$ cat config.mk
export PLATFORM = sky130hd
export DESIGN_NAME = fpcvt_seq
export DESIGN_NICKNAME = d
export VERILOG_FILES = /design/src/rtl/fpcvt_pkg.sv /design/src/rtl/fpcvt_round.sv /design/src/rtl/fpcvt_seq.sv
export SDC_FILE = /design/constraint.sdc
export NUM_CORES = 1
export LEC_CHECK = 0
export BUFFER_PORTS_ARGS = -buffer_cell sky130_fd_sc_hd__buf_2
export CAP_MARGIN = 20
export CORE_MARGIN = 3
export CORE_UTILIZATION = 51
export DETAILED_ROUTE_END_ITERATION = 7
export HOLD_SLACK_MARGIN = 0.06
export PLACE_DENSITY = 0.87
export SYNTH_ARGS = -nofsm -noshare
export SYNTH_HDL_FRONTEND = slang
export SYNTH_SLANG_ARGS = --single-unit
$ cat constraint.sdc
create_clock -name clk -period 2.2 [get_ports clk]
set_input_delay 0.11 -clock clk [delete_from_list [all_inputs] [get_ports clk]]
set_output_delay 0.11 -clock clk [all_outputs]
set_load 0.05 [all_outputs]
$ cat src/rtl/fpcvt_pkg.sv
// fpcvt_pkg: shared widths, limits and FSM state encoding for the fixed-to-float converter
package fpcvt_pkg;
   localparam int D_W = 12;
   localparam int E_W = 3;
   localparam int F_W = 4;
   localparam int M_W = D_W - 1;
   localparam logic [E_W-1:0] E_MAX = 3'd7;
   localparam logic [F_W-1:0] F_MAX = 4'd15;
   typedef enum logic [2:0] {IDLE, ABS, NORM, ROUND, DONE} state_t;
endpackage

$ cat src/rtl/fpcvt_round.sv
// fpcvt_round: rounds the normalised magnitude to 4 significand bits and clamps exponent overflow
module fpcvt_round
   import fpcvt_pkg::*;
(
   input  logic [4:0]     mag_i,
   input  logic [E_W-1:0] e_i,
   output logic [E_W-1:0] e_o,
   output logic [F_W-1:0] f_o,
   output logic           ovf_o
);
   logic [F_W:0] f_inc;
   assign f_inc = {1'b0, mag_i[4:1]} + {4'd0, mag_i[0]};
   // round half-up; a significand carry renormalises to 8 and bumps E, saturating at the top
   always_comb begin
      e_o   = e_i;
      f_o   = mag_i[4:1];
      ovf_o = 1'b0;
      if (e_i != '0) begin
         if (!f_inc[F_W]) f_o = f_inc[F_W-1:0];
         else if (e_i == E_MAX) begin
            f_o   = F_MAX;
            ovf_o = 1'b1;
         end else begin
            f_o = 4'd8;
            e_o = e_i + 3'd1;
         end
      end
   end
endmodule

$ cat src/rtl/fpcvt_seq.sv
// fpcvt_seq: sequential 12-bit two's-complement to sign/3-bit exponent/4-bit significand converter; FPCVT_SEQ_FLAGS_EN adds a flags port
module fpcvt_seq
   import fpcvt_pkg::*;
(
   input  logic           clk,
   input  logic           rst,
   input  logic           in_valid,
   input  logic [D_W-1:0] in_d,
   output logic           in_ready,
   output logic           out_valid,
   input  logic           out_ready,
   output logic           out_s,
   output logic [E_W-1:0] out_e,
   output logic [F_W-1:0] out_f,
   output logic           busy
`ifdef FPCVT_SEQ_FLAGS_EN
   ,
   output logic [1:0]     flags
`endif
);
   state_t         state_q, state_d;
   logic [D_W-1:0] raw_q, raw_d;
   logic [M_W-1:0] mag_q, mag_d;
   logic [E_W-1:0] exp_q, exp_d, e_q, e_d, r_e;
   logic [F_W-1:0] f_q, f_d, r_f;
   logic           s_q, s_d, ovf;

   fpcvt_round u_round (
      .mag_i (mag_q[M_W-1:M_W-5]),
      .e_i   (exp_q),
      .e_o   (r_e),
      .f_o   (r_f),
      .ovf_o (ovf)
   );

   assign in_ready  = state_q == IDLE;
   assign busy      = state_q != IDLE;
   assign out_valid = state_q == DONE;
   assign out_s     = s_q;
   assign out_e     = e_q;
   assign out_f     = f_q;

   // state register
   always_ff @(posedge clk) begin
      if (rst) state_q <= IDLE;
      else state_q <= state_d;
   end

   // datapath registers; outputs only load on the ROUND->DONE transition
   always_ff @(posedge clk) begin
      if (rst) begin
         raw_q <= '0;
         mag_q <= '0;
         exp_q <= '0;
         s_q   <= 1'b0;
         e_q   <= '0;
         f_q   <= '0;
      end else begin
         raw_q <= raw_d;
         mag_q <= mag_d;
         exp_q <= exp_d;
         s_q   <= s_d;
         e_q   <= e_d;
         f_q   <= f_d;
      end
   end

   // next state: capture, magnitude, normalise one bit per cycle, round, hold result
   always_comb begin
      state_d = state_q;
      raw_d   = raw_q;
      mag_d   = mag_q;
      exp_d   = exp_q;
      s_d     = s_q;
      e_d     = e_q;
      f_d     = f_q;
      case (state_q)
         IDLE: if (in_valid) begin
            raw_d   = in_d;
            state_d = ABS;
         end
         ABS: begin
            mag_d   = (raw_q == 12'h800) ? 11'h7FF : raw_q[D_W-1] ? ~raw_q[M_W-1:0] + 11'd1 : raw_q[M_W-1:0];
            exp_d   = E_MAX;
            state_d = NORM;
         end
         NORM: if (mag_q[M_W-1] || exp_q == '0) state_d = ROUND;
         else begin
            mag_d = {mag_q[M_W-2:0], 1'b0};
            exp_d = exp_q - 3'd1;
         end
         ROUND: begin
            s_d     = raw_q[D_W-1];
            e_d     = r_e;
            f_d     = r_f;
            state_d = DONE;
         end
         DONE: if (out_ready) state_d = IDLE;
         default: state_d = IDLE;
      endcase
   end

`ifdef FPCVT_SEQ_FLAGS_EN
   logic [1:0] flags_q;
   assign flags = flags_q;
   // flags[0]: input was -2048, flags[1]: exponent clamp; captured alongside the result
   always_ff @(posedge clk) begin
      if (rst) flags_q <= '0;
      else if (state_q == ROUND) flags_q <= {ovf, raw_q == 12'h800};
   end
`else
   logic unused_ovf;
   assign unused_ovf = ovf;
`endif
endmodule
==> results.txt, run 1 <==
- Setup repair after global routing left no endpoint under its margin.
- Relative to the synthesized area, the layout overhead comes to 19.38%.
- Area of the die: 4573 sq um
- Crit-path slowest cell: or4b_4
- The synthesized design spends more area on one cell type than any other, namely dfxtp_1.
- Counting I/O delays and the setup requirement, the final critical path takes around 2.0 ns.
- The worst setup path is launched from a flop.
* Max-cap violations: 0
- Core Region: about 3500 sq um
* Worst max-slew margin expressed relative to the limit: a little under half
* Number of pins with negative max-slew slack in the final report: 0
- For this design the static power due to leakage is slightly above 0.9 nW.
- Pin count of the biggest net entering global routing: 39
- Yosys mapped a number of flops with a built-in enable equal to 0.
- Setup violations remaining at the end of the flow were counted as 0.
* Total global routing track utilization: 21.08%
* Critical path required time: roughly 2.4 ns
- NetSw: 700.5 uW
* Starting Density: roughly 55%
* Run status: complete, no violations
- Measured in cells, the most critical reg-to-reg path has a length of 8.
- The first TritonRoute pass finished after 4 iterations.
- Using the TritonRoute via totals, the vias-per-cell ratio works out to about 5.7.
* DPL Wire Length: ~3.1 mm
- Main synth FF type: dfxtp_1
* Clock Tree Root: clkbuf_8
- Proportion of synthesized chip area in sequential cells: about two fifths
* Number of clock sinks: 37
- Antenna cells: 0
* Internal power consumption: between 1 and 1.5 mW
- By startpoint and endpoint, the worst setup path is classified as flop to flop.
- The share of total power dissipated in the clock network is between 20% and 30%.
- Critical path depth: 8
* Number of violations reported at the end of detailed-routing iteration 0: 139
* Data arrival time of the critical path: 2.23 ns
- DRC violations left: 0
* Share of synthesized flip-flops with an asynchronous set or reset: 0%
- Once detail routing completed, the nets flagged for antenna violations numbered 0.
* Maximum net fanout on the critical path: 5
- At the pin with the least slew margin, the transition time is around 0.8 ns.
- Total nets after synthesis: 250
* Ports placed on the boundary: 27
- Number of antenna violations at the first check in global routing: 0
- Grouping stages by cell kind, the critical path spends the most delay in simple AND/OR/NAND/NOR gates.
- For this run, global-route usage on met2 was measured as around 34%.
* Hold/Removal Path Class: primary input to flop
* Sum of overflow across all layers after global routing: 0
- The clock passes through at most 2 buffers.
- Cell count after synthesis: 228
- In this run the most used layer during global routing was met2.
- First-pass GRT wire length: 7.231 mm
* Final hold viol count: 0
* Met1 usage: between 20% and 30%
* Total length of routed wires: between 4 and 5 mm
- CTS clock-pin slew for the worst setup and hold paths: around 0.070 ns
- The floorplan step set the die width to slightly below 70 microns.
- The H-tree was split into 2 levels.
- Die span in y: roughly 68 microns
- Switching share of total power: between 30% and 40%
- Total vias in the final route: ~1800
- Final-layout setup total negative slack: 0 ns
- Worst setup EP type: flop
- Mean cell area of the mapped netlist: approximately 8.5 sq um
- Critical path cell sequence: inv_1 > ha_1 > ha_2 > or4b_4 > a21oi_4 > buf_6 > nor2_1 > a2111oi_2
- Timing would allow up to just under 500 MHz.
* Wirelength per Cell: between 10 and 15 microns
- Clock buffers created by TritonCTS: 5
- Number of storage elements in the synthesis netlist: 37
- After synthesis, the cell types taking the most area are dfxtp_1, nand2_1, a21oi_1.
* Reg power frac: a little over two fifths
- The finished cells cover 2312 sq um.
* Combinational cell fraction of total power: a little over a third
* Post-synthesis cell area: 1937 sq um
- TritonCTS clock tree: done
- The congestion estimate from routability-driven global placement came to 0.7761.
- Clock latency on the worst-skew pair: 0.29 ns
- Buffers added to address setup during post-CTS repair amount to 0.
* Hold Path Depth: 3
- In this run the power density over the cells is about 850 nW/um^2.
- Summing all placed instances gives a cell area of between 2000 and 2500 sq um.
- Top-area cell type share of the netlist area: around two fifths
- Max Clock Skew: 0.006782 ns
* Peak supply drop: about 0.00055 V
- Vias in the first global route: 1627
* Portion of the clock cycle consumed by the worst path in the final layout: 92.85%
* CP bufs+invs: 2
- Buffers added on ports: 26
* Leading cell types in the layout, fill and taps excluded: nand2_1, dfxtp_1, nor2_1, buf_2, a21oi_1
- Global routing used 4.992% of the available met3 tracks.
- Netlist cell types: 44
* Largest stage delay, worst path: 0.50 ns
- Total of fill cells in the finished design: 291
* Net count of the finished layout: about 290
* Number of warnings reported in the yosys synthesis log: 0
- In the final layout, the share of cells above drive strength 1 is between 20% and 30%.
- Number of placement rows: 21
-- synthesized netlist by cell type, types with 2 or more instances --
| cell type | count |
|---|---|
| dfxtp_1 | 37 |
| nand2_1 | 36 |
| nor2_1 | 27 |
| a21oi_1 | 23 |
| inv_1 | 9 |
| clkbuf_1 | 8 |
| a2111oi_2 | 7 |
| xnor2_1 | 7 |
| ha_1 | 6 |
| nor3_1 | 6 |
| a211oi_1 | 5 |
| mux2i_1 | 5 |
| nand3_1 | 5 |
| o21ai_0 | 5 |
| nand4_1 | 3 |
| nor3b_1 | 3 |
| a21o_1 | 2 |
| a221oi_1 | 2 |
| buf_2 | 2 |
| buf_6 | 2 |
| nand3b_1 | 2 |
| nand4b_1 | 2 |
| o211ai_1 | 2 |
| xor2_1 | 2 |
-- cell type report --
cell class | count | area (sq um) | share of cell area [%]
Clock buffer | 5 | 68.82 | 2.976
Clock inverter | 1 | 5.005 | 0.2164
Inverter | 9 | 33.78 | 1.461
Multi-Input combinational cell | 169 | 1111 | 48.05
Sequential cell | 37 | 742.0 | 32.09
Tap cell | 46 | 57.56 | 2.489
Timing Repair Buffer | 44 | 294.0 | 12.72
-- worst reg2reg max path: stages, from the launching register on --
cell and delay, ns:
dfxtp_2 0.34, inv_1 0.06, ha_1 0.19, ha_2 0.18
or4b_4 0.50, a21oi_4 0.17, buf_6 0.14, nor2_1 0.05
a2111oi_2 0.32
-- cell families after synthesis --
logic type / count (synthesis) / share of synthesized area (%)
buffers and inverters: 22 / 5.168
DFF: 37 / 38.24
adders and majority gates: 6 / 3.876
muxes: 5 / 2.584
xor gates and xnor gates: 9 / 4.070
and+or+nand+nor: 96 / 24.55
AOI/OAI and AO/OA: 53 / 21.51
-- registers in the layout, summed over array words and instances, names as in the netlist --
signal and cells:
out_e 3, mag_q 11, raw_q 12, out_s 1
out_f 4, exp_q 3, state_q 3
-- through the flow --
stage / cells / hold slack [ns] / setup WS [ns] / utilization (%) / total power [mW]
floorplan: 228 / 0.2460 / 0.1060 / - / 1.333
global placement: 295 / 0.3490 / 0.1638 / 60.76 / 1.463
detailed placement: 295 / 0.3570 / 0.06153 / 60.76 / 1.496
CTS: 310 / 0.06204 / 0.02074 / 65.45 / 1.942
global route: 311 / 0.07116 / 0.01980 / 66.17 / 2.062
finish: 311 / 0.05972 / 0.1573 / 66.17 / 1.956
-- path summary, 6_finish.rpt --
check / startpoint / end / slack [ns]
max: exp_q[0]$_SDFFE_PP0P_ / mag_q[4]$_SDFFE_PP0P_ / 0.16
min: in_d[8] / raw_q[8]$_SDFFE_PP0P_ / 0.06
max reg2reg: exp_q[0]$_SDFFE_PP0P_ / mag_q[4]$_SDFFE_PP0P_ / 0.16
min reg2reg: out_f[3]$_SDFFE_PP0P_ / out_f[3]$_SDFFE_PP0P_ / 0.45
-- metal layers --
| metal | part of all wire (%) | wire, microns | vias up |
|---|---|---|---|
| li1 | - | - | 883 |
| met1 | 43 | 1928 | 807 |
| met2 | 48 | 2141 | 57 |
| met3 | 5.6 | 251 | 13 |
| met4 | 3.4 | 150 | 0 |
| met5 | 0 | 0 | - |
-- power by group through the flow --
stage                     clock (mW)  combinational [mW]  sequential [mW]
after floorplan                    0               0.489            0.844
after global placement             0               0.615            0.849
after detailed placement           0               0.645            0.851
after CTS                      0.439               0.666            0.836
after global routing           0.466               0.743            0.853
final                          0.433               0.683            0.840
-- repair_timing --
| action | 4_1_cts | 5_1_grt |
|---|---|---|
| resized for setup | 0 | 4 |
| hold endpoints to repair | 9 | 1 |
| hold buffers | 9 | 1 |
| setup endpoints to repair | 0 | 10 |
No activity file was read; power rests on OpenSTA's default activity.
==> run 2: changes to the inputs <==
- BUFFER_PORTS_ARGS: -buffer_cell sky130_fd_sc_hd__buf_2 -> -buffer_cell sky130_fd_sc_hd__buf_4
==> run 2 against run 1 <==
Effect of this change:
- sequential power up 0.6%
- sequential share of layout area down 0.29 points
- worst hold slack worse by 0.00066 ns
- cell count down 1.3%
- core utilization up 0.72 points
- design area up 1.1%
- via count down 2.0%
- highest routed layer unchanged
==> results.txt, run 2 (synthesis results as in run 1) <==
* Clock buffers created by TritonCTS: 5
- Number of violations reported at the end of detailed-routing iteration 0: around 120
- The die is 67.63 microns wide.
- The initial antenna violation count was 0.
- RR Startpoint: exp_q[0]$_SDFFE_PP0P_
- DRC violations left: 0
- The area growth from synthesis to layout is 20.67%.
- The run finished with clean final reports.
- In this run the tool buffered the top-level ports with 26 buffer cells.
* Final worst setup slack: around 0.14 ns
- The floorplan step defined a die boundary enclosing between 4000 and 5000 sq um.
- Counting the fill cells in the layout gives 271.
- The congestion estimate from routability-driven global placement came to 0.8658.
* Starting Density: roughly 55%
* Portion of the clock cycle consumed by the worst path in the final layout: 93.70%
* Depth of the most critical reg-to-reg path: 8
* Final design utilization: between 60% and 70%
- Crit-path slowest cell: or4b_4
* Vias in the first global route: ~1600
* Leading cell types in the layout, fill and taps excluded: nand2_1, dfxtp_1, buf_4, nor2_1, a21oi_1
- The repair_antennas step left the layout with diodes totalling 0.
- Number of clock sinks: 37
* Met1 usage: 25.00%
* Peak clock frequency supported by timing: between 400 and 500 MHz
* Post-CTS setup buffer count: 0
- Max-cap violations: 0
- In this run the worst path has a maximum fanout of 5.
- The worst setup path is launched from a flop.
- The tightest min-delay check is of the primary input to flop type.
- Max reg flops: 12
- Net count of the finished layout: around 280
* Final min period: between 2 and 2.5 ns
* Wirelength per Cell: about 14 microns
- Met2 global-route usage: around 35%
- Pre-CTS setup slack: 0.03361 ns
- Pin placement for this block handled 27 I/O pins.
* Critical path required time: ~2.4 ns
* Switching share of total power: about a third
* Overall Power: 1.998 mW
- Number of placement rows: 21
- The critical path starts at exp_q[0]$_SDFFE_PP0P_.
* End of the critical path: mag_q[7]$_SDFFE_PP0P_
- Hold Path Depth: 3
- Number of pins with negative max-slew slack in the final report: 0
- Largest stage delay, worst path: around 0.51 ns
- The first global-routing pass estimated 7.079 mm of wire.
- Summed over all layers, the global routing overflow is 0.
- In this run the deepest clock path goes through 2 buffers.
* Total vias in the final route: 1725
- Ratio of cells with drive above 1 in the final layout: around 23%
* Pin count of the biggest net entering global routing: 39
* Share of total power in the clock network: 24.2%
* Final hold viol count: 0
- RSZ-0062 raised after global routing: no
- Number of detailed-routing iterations run before antenna repair: 5
- Ranked by flip-flop count, first place goes to raw_q.
* Core Region: about 3500 sq um
- Summed over all nets, the half-perimeter wirelength after detailed placement is roughly 3.1 mm.
* Clock latency on the worst-skew pair: 0.29 ns
* Leakage: about 0.91 nW
- Data on the critical path arrives at its endpoint at 2.25 ns.
- Power density of the placed cells: around 850 nW/um^2
* Most used cell along the critical path: ha_1
- Clock Tree Root: clkbuf_8
- Internal power comes to 1.296 mW.
- Walking the worst path, the cells encountered are inv_1 > ha_1 > ha_1 > or4b_4 > a21oi_4 > buf_4 > nor2_1 > a2111oi_2.
- From bottom edge to top edge, the die measures ~68 microns.
- Non-filler instance count after layout: 307
* Setup CP Type: flop to flop
- Worst max-slew margin expressed relative to the limit: 58.53%
- The detail route stage leaves a number of antenna-violating nets equal to 0.
* Combinational cell fraction of total power: between 30% and 40%
* Transition time at the pin with the least slew margin: 0.6207 ns
* Total global routing track utilization: about a fifth
* Busiest layer in global routing: met2
- The routed design has roughly 4.3 mm of wire.
- Most common cell after layout, fill and taps aside: nand2_1
* Reg power frac: 42.3%
- The worst setup path is captured at a flop.
- Summed over all nets, the switching power comes to ~700 uW.
- Setup violations remaining at the end of the flow were counted as 0.
- After clock tree synthesis, the clock-pin slew on the worst setup and hold paths is approximately 0.070 ns.
* Peak supply drop: about 0.00064 V
- TritonCTS built the clock tree.
- The number of placed instances, taps included, is 294.
* Setup slack, reg-to-reg: 0.14 ns
- Vias per Instance: around 5.6
- H-Tree Level Count: 2
- Final-layout setup total negative slack: 0 ns
* R2r endpoint: mag_q[7]$_SDFFE_PP0P_
* Global-route met3 utilization: roughly 5.5%
- Max Clock Skew: between 0.003 and 0.004 ns
## run 2: cell type report
class,instances,area [sq um],share of cell area [%]
Tap cell,46,57.56,2.463
Inverter,9,33.78,1.445
Sequential cell,37,743.2,31.80
Multi-Input combinational cell,169,1109,47.43
Clock buffer,7,86.33,3.694
Timing Repair Buffer,39,307.8,13.17
## run 2: stage by stage
| step | cell area, sq um | hold WS (ns) |
|---|---|---|
| 3_5_place_dp | 2181 | 0.3656 |
| 5_1_grt | 2337 | 0.07207 |
| 6_report | 2337 | 0.05906 |
| 4_1_cts | 2287 | 0.06042 |
| 3_3_place_gp | 2181 | 0.3560 |
| 2_1_floorplan | 1942 | 0.2460 |
## run 2: power groups by stage
stage | sequential, mW | clock, mW | combinational [mW]
detailed placement | 0.854 | 0 | 0.649
finish | 0.845 | 0.483 | 0.670
CTS | 0.840 | 0.480 | 0.657
floorplan | 0.844 | 0 | 0.489
global placement | 0.851 | 0 | 0.624
global route | 0.858 | 0.523 | 0.736
## run 2: repair_timing
action / in CTS / in global routing
hold buffers: 2 / 4
endpoints found under the hold margin: 2 / 4
setup endpoints to repair: 0 / 8
resized for setup: 0 / 3
## run 2: worst min-delay path by stage
stage / startpoint / to
detailed placement: in_d[6] / raw_q[6]$_SDFFE_PP0P_
finish: in_d[0] / raw_q[0]$_SDFFE_PP0P_
global route: in_d[2] / raw_q[2]$_SDFFE_PP0P_
CTS: in_d[0] / raw_q[0]$_SDFFE_PP0P_
global placement: in_d[5] / raw_q[5]$_SDFFE_PP0P_
floorplan: in_d[0] / raw_q[0]$_SDFFE_PP0P_
## run 2: critical path: cells and delay by family (launching register included)
kind	cells	cell delay [ns]
buf+inv	2	0.20
fa+ha+maj	2	0.38
flops	1	0.34
compound gates	2	0.48
simple gates	2	0.56
## run 2: layer usage
| metal | wire length [microns] | share of wire [%] | vias up |
|---|---|---|---|
| met5 | 0 | 0 | - |
| li1 | - | - | 872 |
| met1 | 1885 | 44 | 804 |
| met3 | 215 | 5.0 | 8 |
| met4 | 103 | 2.4 | 0 |
| met2 | 2087 | 49 | 41 |
==> run 3: changes to the inputs <==
- CORE_UTILIZATION: 51 -> 53
- CTS_BUF_LIST: unset -> sky130_fd_sc_hd__clkbuf_2
- PLACE_DENSITY: 0.87 -> 0.89
==> run 3 against run 2 <==
Effect of this change:
- via count increased by 1.4%
- clock power decreased by 40%
- combinational power increased by 1%
- first-iteration DRC count decreased by 44%
- maximum frequency decreased by 1.8%
- cell count increased by 2.3%
- wire length increased by 0.40%
- sequential share of layout area decreased by 0.35 points
- non-clock buffer count increased by 7
- clock skew increased by 0.018 ns
- worst setup slack got worse by 0.037 ns
- critical endpoint is now mag_q[2]$_SDFFE_PP0P_
- highest routed layer unchanged
==> results.txt, run 3 (synthesis results as in run 1) <==
* First-pass GRT wire length: 7.141 mm
- Excluding fillers, the count of instances in the completed layout stands at 314.
* Leading cell types in the layout, fill and taps excluded: nand2_1, dfxtp_1, buf_4, nor2_1, a21oi_1
* Count of placed standard cells including taps: 292
- In this run the worst path has a maximum fanout of 8.
* Final design utilization: between 60% and 70%
- Weighted congestion at the end of routability-driven global placement: about 0.83
- The number of global-route vias before repair was about 1700.
- Leaving out fill and tap cells, the most frequent cell in the layout is nand2_1.
* Starting Density: around 57%
* CTS clock-pin slew for the worst setup and hold paths: roughly 0.19 ns
- Number of violations reported at the end of detailed-routing iteration 0: 66
* Reg power frac: 46.4%
- Power density of the placed cells: 766.3 nW/um^2
* Clock Tree Root: clkbuf_2
- Worst max-slew margin expressed relative to the limit: 55.24%
- The worst setup path is captured at a flop.
- After floorplanning, the core was sized to cover 3416 sq um.
- In the final routed layout, each cell accounts on average for between 10 and 15 microns.
- The critical path goes through inv_1 > ha_1 > ha_2 > or4b_4 > a21oi_4 > buf_6 > nor2_1 > a2111oi_4.
* Total vias in the final route: 1750
- Across all setup checks in the final design, the least slack found is 0.1013 ns.
- Combinational cell fraction of total power: 37.5%
- Critical path required time: 2.49 ns
* Vias per Instance: approximately 5.6
- The register with the most flip-flops in the layout has 12 of them.
- The max-slew violation count came to 0.
- Ratio of cells with drive above 1 in the final layout: around 22%
* Final Cell Area: about 2400 sq um
- The min-delay analysis places its worst path in the category primary input to flop.
- Total global routing track utilization: 20.88%
- Die span in y: around 66 microns
- The repair_antennas step left the layout with diodes totalling 0.
- Area of the die: ~4400 sq um
- In the routed design, unresolved DRC markers number 0.
* Peak clock frequency supported by timing: 476.5 MHz
- The count of nets left with antenna violations once routing finished came out at 0.
- The largest single stage delay on the critical path is ~0.50 ns.
- Max-cap violations in this run came to 0.
- Net count of the finished layout: 290
* Pin count of the biggest net entering global routing: 39
- NetSw: approximately 680 uW
- The internal power of the cells totals ~1.1 mW.
- For the final routed database, the setup TNS stands at 0 ns.
* Crit start category: flop
- From synthesis to final layout, the design area changed by 22.03%.
- For this run the aggregate overflow at the end of global routing stands at 0.
- The flow ran to the end, and the final reports show no timing, DRC or antenna violations.
* Crit-path leading delay family: simple AND/OR/NAND/NOR gates
- The worst setup path is of the flop to flop kind.
* Overall Power: 1.811 mW
* Die width: approximately 66 microns
- The count of endpoints failing hold in the final timing report is 0.
- Switching share of total power: between 30% and 40%
- The clock drives 37 sinks.
- RSZ-0062 raised after global routing: no
- Final min period: 2.099 ns
- Setup Viol. Count Final: 0
- DPL Wire Length: between 2 and 3 mm
- The final critical path takes up a little over nine tenths of the cycle.
- Summed over all cells, the static leakage comes to 0.9197 nW.
- CP bufs+invs: 2
* Share of total power in the clock network: between 15 and 20%
- Transition time at the pin with the least slew margin: around 0.67 ns
- Buffers added on ports: 26
- VDD sags by at most 0.0005554 V.
* TritonCTS clock tree: done
- Among all stages on the critical path, the largest delay is contributed by or4b_4.
* Number of antenna violations at the first check in global routing: 0
- Clock latency on the worst-skew pair, taken at its later pin, is between 0.3 and 0.4 ns.
- The register with the most flip-flops in the final layout is raw_q.
- Pre-CTS setup slack: -0.003045 ns
- After detailed placement, the total cell area comes to 2166 sq um.
- On the final layout, the worst hold slack is 0.1631 ns.
- Buffers from clock root to sink, at most: 2
- At the worst endpoint, the arrival time is between 2 and 2.5 ns.
- Total length of routed wires: between 4 and 5 mm
- H-Tree Level Count: 2
* Max Clock Skew: ~0.021 ns
- During I/O placement, the number of pins put on the boundary was 27.
- Clock buffers created by TritonCTS: 5
* Setup slack, reg-to-reg: roughly 0.10 ns
- Number of detailed-routing iterations run before antenna repair: 4
- The filler cells instantiated in the layout total between 200 and 300.
* Number of placement rows: 21
==> run 3: cell count changes in the layout (fill, tap and decap cells not counted) <==
| cell | change |
|---|---|
| buf_4 | -2 |
| buf_6 | +1 |
| clkbuf_1 | -1 |
| clkbuf_2 | +6 |
| clkbuf_8 | -6 |
| clkinv_1 | +1 |
| dlygate4sd3_1 | +8 |
| ha_1 | -1 |
| ha_2 | +1 |
==> run 3: layout make-up <==
cell class	instances	area [sq um]	share of cell area, %
clock buffers	6	30.03	1.271
clock inverters	1	3.754	0.1588
inverters	9	33.78	1.429
multi-input cells	169	1111	47.01
flip-flops and latches	37	743.2	31.45
well taps	46	57.56	2.435
repair buffers	46	384.1	16.25
==> run 3: timing repair <==
action	in CTS	in global routing
endpoints found under the setup margin	8	9
gates resized for setup	2	3
endpoints found under the hold margin	14	0
hold buffers	14	0
pin swaps	0	3
cloned	0	0
buffers inserted	0	1
==> run 3: power groups by stage <==
stage	clock [mW]	combinational [mW]	sequential, mW
after floorplan	0	0.489	0.844
after global placement	0	0.609	0.851
after detailed placement	0	0.636	0.854
after CTS	0.296	0.660	0.841
after global routing	0.328	0.750	0.854
final	0.291	0.679	0.841
==> run 3: worst register-to-register path: stages (launching register included) <==
cell       delay [ns]
dfxtp_2          0.37
inv_1            0.07
ha_1             0.21
ha_2             0.18
or4b_4           0.50
a21oi_4          0.16
buf_6            0.14
nor2_1           0.06
a2111oi_4        0.32
==> run 3: layer usage <==
layer | vias to the layer above | GRT usage (%) | share of wire, %
li1 | 883 | - | -
met1 | 804 | 22.84 | 40
met2 | 50 | 38.54 | 53
met3 | 13 | 4.722 | 5.3
met4 | 0 | 8.122 | 2.2
met5 | - | 0 | 0
==> run 3: path summary, 6_finish.rpt <==
path	start	to	cells after the start
worst max-delay path	exp_q[0]$_SDFFE_PP0P_	mag_q[2]$_SDFFE_PP0P_	8
worst min-delay path	rst	out_f[2]$_SDFFE_PP0P_	2
worst max register to register	exp_q[0]$_SDFFE_PP0P_	mag_q[2]$_SDFFE_PP0P_	8
worst min register to register	out_f[2]$_SDFFE_PP0P_	out_f[2]$_SDFFE_PP0P_	2
